<file path="src/rtl/apb_arb_pkg.sv">
// apb_arb_pkg
// Shared definitions for the APB request arbiter:
//   arb_state_e   - arbiter FSM states
//   NUM_REQ_MAX   - largest supported number of requesters
//   SLOT_BASE / SLOT_STRIDE / slot_addr() - APB slave slot address map
package apb_arb_pkg;

  typedef enum logic [2:0] {
    IDLE   = 3'd0,
    ISSUE  = 3'd1,
    SETUP  = 3'd2,
    ACCESS = 3'd3,
    RESP   = 3'd4
  } arb_state_e;

  localparam int NUM_REQ_MAX = 8;

  localparam logic [31:0] SLOT_BASE   = 32'h1000_0000;
  localparam logic [31:0] SLOT_STRIDE = 32'h0000_1000;

  // Base address of APB slave slot n.
  function automatic logic [31:0] slot_addr(input int n);
    return SLOT_BASE + (32'(n) * SLOT_STRIDE);
  endfunction

endpackage

</file>
<file path="src/rtl/apb_req_arbiter_rr_picker.sv">
// rr_picker
// Combinational round-robin selector. The search starts at the requester
// after ptr and wraps around, so the most recently served requester has
// the lowest priority.
// Ports:
//   req   in  NUM_REQ  pending requests
//   ptr   in  PTR_W    index of the last served requester
//   gnt   out NUM_REQ  one-hot selection (all zero when nothing pending)
//   valid out 1        at least one request pending
module rr_picker
  import apb_arb_pkg::*;
#(
  parameter int NUM_REQ = 4,
  parameter int PTR_W   = 2
) (
  input  logic [NUM_REQ-1:0] req,
  input  logic [PTR_W-1:0]   ptr,
  output logic [NUM_REQ-1:0] gnt,
  output logic               valid
);

  logic [PTR_W-1:0] idx;

  // Walk NUM_REQ positions starting at ptr+1; the first pending request
  // found wins. The explicit wrap keeps this correct for counts that are
  // not a power of two.
  always_comb begin
    gnt   = '0;
    valid = 1'b0;
    idx   = ptr;
    for (int i = 0; i < NUM_REQ; i++) begin
      if (idx == PTR_W'(NUM_REQ - 1)) begin
        idx = '0;
      end else begin
        idx = idx + 1'b1;
      end
      if (!valid && req[idx]) begin
        gnt[idx] = 1'b1;
        valid    = 1'b1;
      end
    end
  end

endmodule

</file>
<file path="src/rtl/apb_req_arbiter.sv">
// apb_req_arbiter
// Shares the APB master's internal request port among NUM_REQ requesters
// using round-robin arbitration. A granted request is latched, handed to
// the master with a one-cycle transfer pulse, followed through SETUP and
// ACCESS, and completed with a one-cycle done pulse carrying read data.
// Ports:
//   PCLK, PRESETn          clock, asynchronous active-low reset
//   req/req_addr/req_wdata/req_write  per-requester request
//   gnt                    one-hot grant held for the whole transaction
//   done                   one-cycle completion pulse to the granted requester
//   rdata                  read data, valid while done != 0
//   m_transfer/m_addr/m_wdata/m_write  request to the APB master
//   m_ready/m_rdata        response from the APB master
//   busy                   arbiter not idle
//   timeout/timeout_clr    sticky ACCESS timeout flag and its clear
module apb_req_arbiter
  import apb_arb_pkg::*;
#(
  parameter int NUM_REQ = 4,
  parameter int TIMEOUT = 255
) (
  input  logic                     PCLK,
  input  logic                     PRESETn,
  input  logic [NUM_REQ-1:0]       req,
  input  logic [NUM_REQ-1:0][31:0] req_addr,
  input  logic [NUM_REQ-1:0][31:0] req_wdata,
  input  logic [NUM_REQ-1:0]       req_write,
  output logic [NUM_REQ-1:0]       gnt,
  output logic [NUM_REQ-1:0]       done,
  output logic [31:0]              rdata,
  output logic                     m_transfer,
  output logic [31:0]              m_addr,
  output logic [31:0]              m_wdata,
  output logic                     m_write,
  input  logic                     m_ready,
  input  logic [31:0]              m_rdata,
  output logic                     busy,
  output logic                     timeout,
  input  logic                     timeout_clr
);

  localparam int          PTR_W       = $clog2(NUM_REQ);
  localparam logic [7:0]  TIMEOUT_CNT = 8'(TIMEOUT);

  arb_state_e        state;
  arb_state_e        state_next;
  logic [PTR_W-1:0]  ptr;
  logic [PTR_W-1:0]  cur_idx;
  logic [PTR_W-1:0]  pick_idx;
  logic [NUM_REQ-1:0] pick_gnt;
  logic              pick_valid;
  logic [7:0]        tmo_cnt;
  logic [7:0]        tmo_inc;

  rr_picker #(
    .NUM_REQ (NUM_REQ),
    .PTR_W   (PTR_W)
  ) u_picker (
    .req   (req),
    .ptr   (ptr),
    .gnt   (pick_gnt),
    .valid (pick_valid)
  );

  // Binary index of the picked requester, used to select its payload.
  always_comb begin
    pick_idx = '0;
    for (int i = 0; i < NUM_REQ; i++) begin
      if (pick_gnt[i]) begin
        pick_idx = PTR_W'(i);
      end
    end
  end

  // State register.
  always_ff @(posedge PCLK or negedge PRESETn) begin
    if (!PRESETn) begin
      state <= IDLE;
    end else begin
      state <= state_next;
    end
  end

  // Next-state logic. SETUP always advances unconditionally because the
  // master may already show ready before the access phase begins.
  always_comb begin
    state_next = state;
    unique case (state)
      IDLE:    if (pick_valid) state_next = ISSUE;
      ISSUE:   state_next = SETUP;
      SETUP:   state_next = ACCESS;
      ACCESS:  if (m_ready) state_next = RESP;
      RESP:    state_next = IDLE;
      default: state_next = IDLE;
    endcase
  end

  // Outputs decoded straight from the state and grant registers.
  always_comb begin
    m_transfer = (state == ISSUE);
    busy       = (state != IDLE);
    done       = (state == RESP) ? gnt : '0;
  end

  // Grant, request latch, read data and round-robin pointer. The master-side
  // request only changes on a new grant, so it stays stable through the
  // whole transaction.
  always_ff @(posedge PCLK or negedge PRESETn) begin
    if (!PRESETn) begin
      gnt     <= '0;
      cur_idx <= '0;
      ptr     <= PTR_W'(NUM_REQ - 1);
      m_addr  <= '0;
      m_wdata <= '0;
      m_write <= 1'b0;
      rdata   <= '0;
    end else begin
      unique case (state)
        IDLE: begin
          if (pick_valid) begin
            gnt     <= pick_gnt;
            cur_idx <= pick_idx;
            m_addr  <= req_addr[pick_idx];
            m_wdata <= req_wdata[pick_idx];
            m_write <= req_write[pick_idx];
          end
        end
        ACCESS: begin
          if (m_ready) begin
            rdata <= m_rdata;
          end
        end
        RESP: begin
          gnt <= '0;
          ptr <= cur_idx;
        end
        default: ;
      endcase
    end
  end

  // Saturating ACCESS-cycle counter, restarted while passing through SETUP.
  assign tmo_inc = (tmo_cnt == 8'hFF) ? tmo_cnt : tmo_cnt + 8'd1;

  always_ff @(posedge PCLK or negedge PRESETn) begin
    if (!PRESETn) begin
      tmo_cnt <= '0;
    end else if (state == SETUP) begin
      tmo_cnt <= '0;
    end else if (state == ACCESS) begin
      tmo_cnt <= tmo_inc;
    end
  end

  // Sticky timeout flag; a set in the same cycle as a clear takes priority.
  always_ff @(posedge PCLK or negedge PRESETn) begin
    if (!PRESETn) begin
      timeout <= 1'b0;
    end else if ((state == ACCESS) && (tmo_inc == TIMEOUT_CNT)) begin
      timeout <= 1'b1;
    end else if (timeout_clr) begin
      timeout <= 1'b0;
    end
  end

endmodule

</file>
<file path="config.mk">
export PLATFORM = sky130hd
export DESIGN_NAME = apb_req_arbiter
export DESIGN_NICKNAME = d
export VERILOG_FILES = /design/src/rtl/apb_arb_pkg.sv /design/src/rtl/apb_req_arbiter_rr_picker.sv /design/src/rtl/apb_req_arbiter.sv
export SDC_FILE = /design/constraint.sdc
export NUM_CORES = 1
export LEC_CHECK = 0
export ABC_AREA = 1
export CAP_MARGIN = 30
export CORE_AREA = 3 3 155 157
export CTS_BUF_LIST = sky130_fd_sc_hd__clkbuf_4
export CTS_CLUSTER_SIZE = 28
export DETAILED_ROUTE_END_ITERATION = 10
export DIE_AREA = 0 0 158 160
export PLACE_DENSITY = 0.78
export SETUP_SLACK_MARGIN = 0.1
export SYNTH_ARGS = -nofsm -noshare
export SYNTH_HDL_FRONTEND = slang
export SYNTH_SLANG_ARGS = --single-unit
</file>
<file path="constraint.sdc">
create_clock -name PCLK -period 7.2 [get_ports PCLK]
set_clock_uncertainty 0.05 [all_clocks]
set_input_delay 1.44 -clock PCLK [delete_from_list [all_inputs] [get_ports PCLK]]
set_output_delay 1.44 -clock PCLK [all_outputs]
set_load 0.03 [all_outputs]
</file>
### Word-level counts from Yosys, hierarchy flattened

Index checks and enable logic that the tools add are counted.

* word-level logic and storage cells: 107
* register bits: 117
* bits of input ports: 300
* output and inout port bits: 108

* multiplexer cells: 48
* eq/ne operators: 12
* bitwise logic cells: 3
* magnitude comparators: 9
* add/sub/neg operators: 5
* reductions and logical operators: 20

Operator list (count)
* binary-select mux 32 bit (select 2 bit): 2
* two-way mux 32 bit: 2
* two-way mux 4 bit: 6
* two-way mux 8 bit: 3
* equality test 8 bit (second input constant): 2
* two-way mux 1 bit: 16
* < comparator 2 x 3 -> 1 bit (second input constant): 5
* two-way mux 2 bit: 6
* OR 4 bit: 3
* one-hot mux 3 bit (4 select lines): 1
* binary-select mux 1 bit (select 2 bit): 5
* adder 2 x 1 -> 2 bit (second input constant): 4
* adder 8 x 1 -> 8 bit (second input constant): 1
* demux 1 bit (select 2 bit): 4
* equality test 2 bit (second input constant): 4
* greater-or-equal comparator 2 x 1 -> 1 bit (second input constant): 4
* logical AND 1 bit: 8
* one-hot mux 4 bit (2 select lines): 1
* AND reduction 2 bit: 4
* equality test 3 x 2 -> 1 bit (second input constant): 2
* two-way mux 3 bit: 2
* nonzero test 2 bit: 3
* != test 2 bit (second input constant): 2
* equality test 3 x 1 -> 1 bit (second input constant): 1
* 4 further kinds: 6

### Depth between registers and ports, before layout

* depth after elaboration: 19
* gate-level depth with buffers: 21
* depth with buffers taken out: 19

### Cells and area by module

Synthesis repeated with hierarchy kept, for this count alone.

* cell total of the unflattened synthesis: 1016
* area total of the unflattened synthesis: 7011.7 um^2

Modules (own cells, without submodules)
* apb_req_arbiter: area an instance 6511.2 um^2, sequential area each 2930.3 um^2, times used 1, cells an instance 929
* rr_picker: area an instance 500.5 um^2, sequential area each 0.0 um^2, times used 1, cells an instance 87

### Worst setup path before layout

No wires, ideal clock.

* kind: in2reg
* start: input req[0]
* end: register m_addr[10]
* stages: 18
* required time: 7.033 ns
* arrival: 2.928 ns
* library setup time: 0.117 ns
* path buffers: 2
* slack: 4.105 ns
* path through: inv_1 nand2_1 o21ai_1 nand2_1 nand2_2 inv_2 nor2_2 nand3_1 nand2_1 nor2_2 nand2_1 buf_2 buf_2 nand3_1 nand2_1 nand2_1 nand2_1 nand2_1

* cells in the longest elaborated chain, start to end: 17
* elaborated cells on any way between the ends: 31
* those cells by class: 21 x mux; 3 x bitwise; 7 x reduce/logical

RTL lines
* start: declaration: line apb_req_arbiter.sv:24 `input logic [NUM_REQ-1:0] req,`
* binary-select mux 1 bit (select 2 bit): line apb_req_arbiter_rr_picker.sv:37 `if (!valid && req[idx]) begin`
* two-way mux 1 bit (implied by the code): line apb_req_arbiter_rr_picker.sv:37
* two-way mux 1 bit: line apb_req_arbiter_rr_picker.sv:37
* logical NOT 1 bit: line apb_req_arbiter_rr_picker.sv:37
* logical AND 1 bit: line apb_req_arbiter_rr_picker.sv:37
* two-way mux 1 bit: line apb_req_arbiter_rr_picker.sv:37
* logical NOT 1 bit: line apb_req_arbiter_rr_picker.sv:37
* logical AND 1 bit: line apb_req_arbiter_rr_picker.sv:37
* two-way mux 1 bit: line apb_req_arbiter_rr_picker.sv:37
* logical NOT 1 bit: line apb_req_arbiter_rr_picker.sv:37
* logical AND 1 bit: line apb_req_arbiter_rr_picker.sv:37
* two-way mux 4 bit: line apb_req_arbiter_rr_picker.sv:37
* two-way mux 1 bit: line apb_req_arbiter.sv:69 `if (pick_gnt[i]) begin`
* two-way mux 2 bit (2 in series): line apb_req_arbiter.sv:69
* binary-select mux 32 bit (select 2 bit): line apb_req_arbiter.sv:123 `m_addr <= req_addr[pick_idx];`
* two-way mux 32 bit (implied by the code): line apb_req_arbiter.sv:123
* end signal: assignment: line apb_req_arbiter.sv:123
* end: declaration: line apb_req_arbiter.sv:32 `output logic [31:0] m_addr,`

Parallel ways exist; a longest one is shown, timed or not. The select of a mux whose other input is x is not followed.
A chain may end at the register's enable or synchronous reset.

### Final worst setup path

* start: input req[0]
* end: register m_addr[17]

The elaborated chain is that of the path after synthesis.

==> results.py <==
metrics = {
    "route": {
        "wl_met3_microns": 2430,
        "routed-wl-met2_microns": 15100,
        "via_count": 9698,
        "vias_per_cell": 4.73,
        "wl_met1_microns": 12400,
        "ant_nets": 0,
        "drtIter0Drc": 570,
        "top_layer": "met4",
        "routed_wl_microns": 30900,
        "wl_per_cell_microns": 15.1,
        "drc_errors": 0,
        "drt_pass1_iterations": 6,
    },
    "clock_tree": {
        "clk_path_buf_depth": 2,
        "cts.htree.levels": 4,
        "cts.reportedPaths.clkPinSlew_ns": 0.14,
        "root_buffer": "clkbuf_4",
        "cts_hold_buf": 0,
        "clock_latency_ns": 0.54,
        "cts_tree": "built",
        "cts_resized": 0,
        "cts_setup_buffers": 0,
        "cts_made_buffers": 17,
        "clock-sinks": 117,
    },
    "yosys": {
        "synth_warnings": 0,
        "yosysSeqAreaShare_pct": 35.4,
        "synth_area_per_cell_sq_um": 5.95,
        "syn-num-nets": 1698,
        "syn_area_sq_um": 8270,
        "ys_ff_latch": 117,
        "synth.distinct_cells": 35,
        "netlist_instances": 1389,
    },
    "setup_path": {
        "cp.arrival_ns": 5.42,
        "path_buf_inv": 5,
        "cp.required_ns": 7.61,
        "start_kind": "input port",
        "cp_max_fo": 46,
        "cp_common_cell": "nand2_1",
        "path_class": "in2reg",
        "cp-end-kind": "register",
        "cpMaxStageDelayCell": "nand2_2",
        "cp_cell_sequence": "clkdlybuf4s50_1 > inv_1 > nand2_1 > o21ai_1 > nand2_1 > nand2_2 > inv_2 > nand2_1 > nand2_1 > nor2_4 > nand2_4 > inv_4 > nand2_2 > buf_4 > nand2_1 > nand2_1 > a21oi_1",
        "critPathTopFamily": "simple AND/OR/NAND/NOR gates",
        "worst_path_largest_cell_delay_ns": 0.64,
    },
    "sta": {
        "slew_viol_final": 0,
        "rsz0062_at_grt": "no",
        "maxSlewHeadroom_pct": 34.3,
        "hold_violations": 0,
        "setup_violations": 0,
        "max_freq_mhz": 200,
        "min_period_ns": 5.01,
        "worstMarginPinSlew_ns": 0.984,
        "period_share_pct": 69.6,
        "finalSetupTns_ns": 0,
    },
    "power": {
        "powerDensity_nw_per_um2": 544,
        "p_comb_share_pct": 76.0,
        "seqPwrFrac_pct": 16.8,
        "power_frac_clock_pct": 7.2,
        "switching_share_pct": 58.4,
        "ir_worst_vdd_mv": 0.509,
        "p_sw_w": 0.00405,
        "power.leakage_nw": 6.56,
        "internal_power_w": 0.00289,
    },
    "layout": {
        "fin_nets": 2060,
        "final_cell_mix": "nand2_1, clkdlybuf4s50_1, nor2_1",
        "stdcell_count": 2051,
        "layout-drive-gt1-share_pct": 4.20,
        "area_delta_synth_final_pct": 54.4,
        "final_common_cell": "nand2_1",
    },
    "floorplanning": {
        "die-area_sq_um": 25300,
        "rows": 55,
        "io_pins": 408,
        "die_w_microns": 158,
        "start_util_pct": 36.5,
        "core_sq_um": 22600,
        "die_y_microns": 160,
    },
    "placement": {
        "placed_cells": 2016,
        "dpl.hpwl_microns": 23000,
        "portBuffers": 407,
        "routabilityCongestion": 0.885,
    },
    "flow_run": {
        "drv_cap": 0,
    },
    "global_route": {
        "antenna_found_initial": 2,
        "grt_start_max_net_pins": 74,
        "grt_pass1_vias": 9478,
        "overflow": 0,
        "grt_pass1_wl_microns": 48600,
        "grt_usage_pct": 23.9,
    },
    "run_status": {
        "status": "finished clean",
    },
    "worst_hold_path": {
        "hp-class": "reg2reg",
    },
}
-- Yosys cell counts --
cell type  count  area share, %
buf_1          5           0.23
nor3_2         1           0.12
or2_2          1          0.076
o311ai_0       1           0.11
nand3_1       36            2.2
clkbuf_1      24            1.1
o31ai_1        1          0.091
o21ai_2        1           0.11
dfstp_2        2           0.64
a31oi_1        1          0.076
a21oi_1       70            4.2
nand2_4        2           0.27
o22ai_1        8           0.61
nand2_1      564             26
buf_6          2           0.27
or3b_2         1           0.11
inv_4          1          0.076
xor2_1         3           0.32
nor2_1       215            9.8
inv_2          4           0.18
o211ai_1       1          0.091
buf_2         39            2.4
dfrtp_1      115             35
clkinv_2       1          0.060
nor2_4         3           0.41
nand4_1       45            3.4
nand3_2        1           0.12
nand2_2        6           0.45
o21ai_1        2           0.12
nor3_1         4           0.24
buf_4          5           0.45
nor2_2         2           0.15
inv_1        202            9.2
o21ai_0       11           0.67
ha_1           9            1.4
-- worst reg2reg max path, cell delays in order, from the launching register on --
cell	delay [ns]
dfstp_2	0.72
clkinv_2	0.20
ha_1	0.44
inv_2	0.09
nand2_1	0.12
nand2_2	0.10
nand2_1	0.06
nand2_1	0.12
nand3_1	0.11
nand2_1	0.09
nor2_4	0.46
nand2_4	0.45
inv_4	0.47
nand2_2	0.64
buf_4	0.50
nand2_1	0.11
nand2_1	0.05
a21oi_1	0.16
-- per-layer routing --
metal | vias up | global-route usage, %
li1 | 4887 | -
met1 | 4356 | 29.0
met2 | 393 | 40.6
met3 | 62 | 6.78
met4 | 0 | 7.94
met5 | - | 0
-- registers in the layout (all words and copies together), names as in the netlist, 2 cells and up --
name	flops
rdata	32
tmo_cnt	8
cur_idx	2
state	3
ptr	2
m_addr	32
gnt	4
m_wdata	32
-- cell type report --
type | instances | area [sq um]
diodes | 2 | 5.00
clock buffers | 17 | 128
clock inverters | 15 | 156
fillers | 2183 | 9870
inverters | 208 | 785
multi-input cells | 989 | 4210
flip-flops and latches | 117 | 2930
well taps | 285 | 357
repair buffers | 418 | 4190
-- worst paths after layout --
kind                            depth (start not counted)             startpoint                endpoint  slack, ns
worst max-delay path                                   17                 req[0]  m_addr[17]$_DFFE_PN0P_       2.19
worst min-delay path                                    2  rdata[27]$_DFFE_PN0P_   rdata[27]$_DFFE_PN0P_       0.45
worst max register to register                         17     ptr[0]$_DFFE_PN1P_  m_addr[17]$_DFFE_PN0P_       2.19
worst min register to register                          2  rdata[27]$_DFFE_PN0P_   rdata[27]$_DFFE_PN0P_       0.45
max in group asynchronous                               3                PRESETn      ptr[0]$_DFFE_PN1P_       5.22
min in group asynchronous                               1                PRESETn   m_addr[3]$_DFFE_PN0P_       0.83
-- logic make-up after synthesis --
group / share of synthesized area [%]
AOI/OAI and AO/OA: 6.10
xor gates and xnor gates: 0.318
adders and majority gates: 1.36
buffers and inverters: 13.9
DFF: 35.4
and+or+nand+nor: 42.9
-- through the flow --
step	power [W]	worst slack (ns)	util [%]	cell area, sq um	hold slack, ns
2_1_floorplan	0.00491	4.11	-	8270	0.404
3_3_place_gp	0.00637	1.74	54.9	12400	0.411
3_5_place_dp	0.00647	1.66	55.0	12500	0.414
4_1_cts	0.00700	2.18	56.2	12700	0.449
5_1_grt	0.00768	1.71	56.4	12800	0.470
6_report	0.00694	2.19	56.4	12800	0.446
-- power groups by stage --
| stage | combinational [W] | clock [W] | sequential [W] |
|---|---|---|---|
| floorplan | 0.00323 | 0 | 0.00168 |
| global placement | 0.00520 | 0 | 0.00117 |
| detailed placement | 0.00530 | 0 | 0.00117 |
| CTS | 0.00532 | 0.000512 | 0.00117 |
| global route | 0.00594 | 0.000538 | 0.00121 |
| finish | 0.00528 | 0.000499 | 0.00117 |
Note: power is estimated with default switching activity, not from simulation.
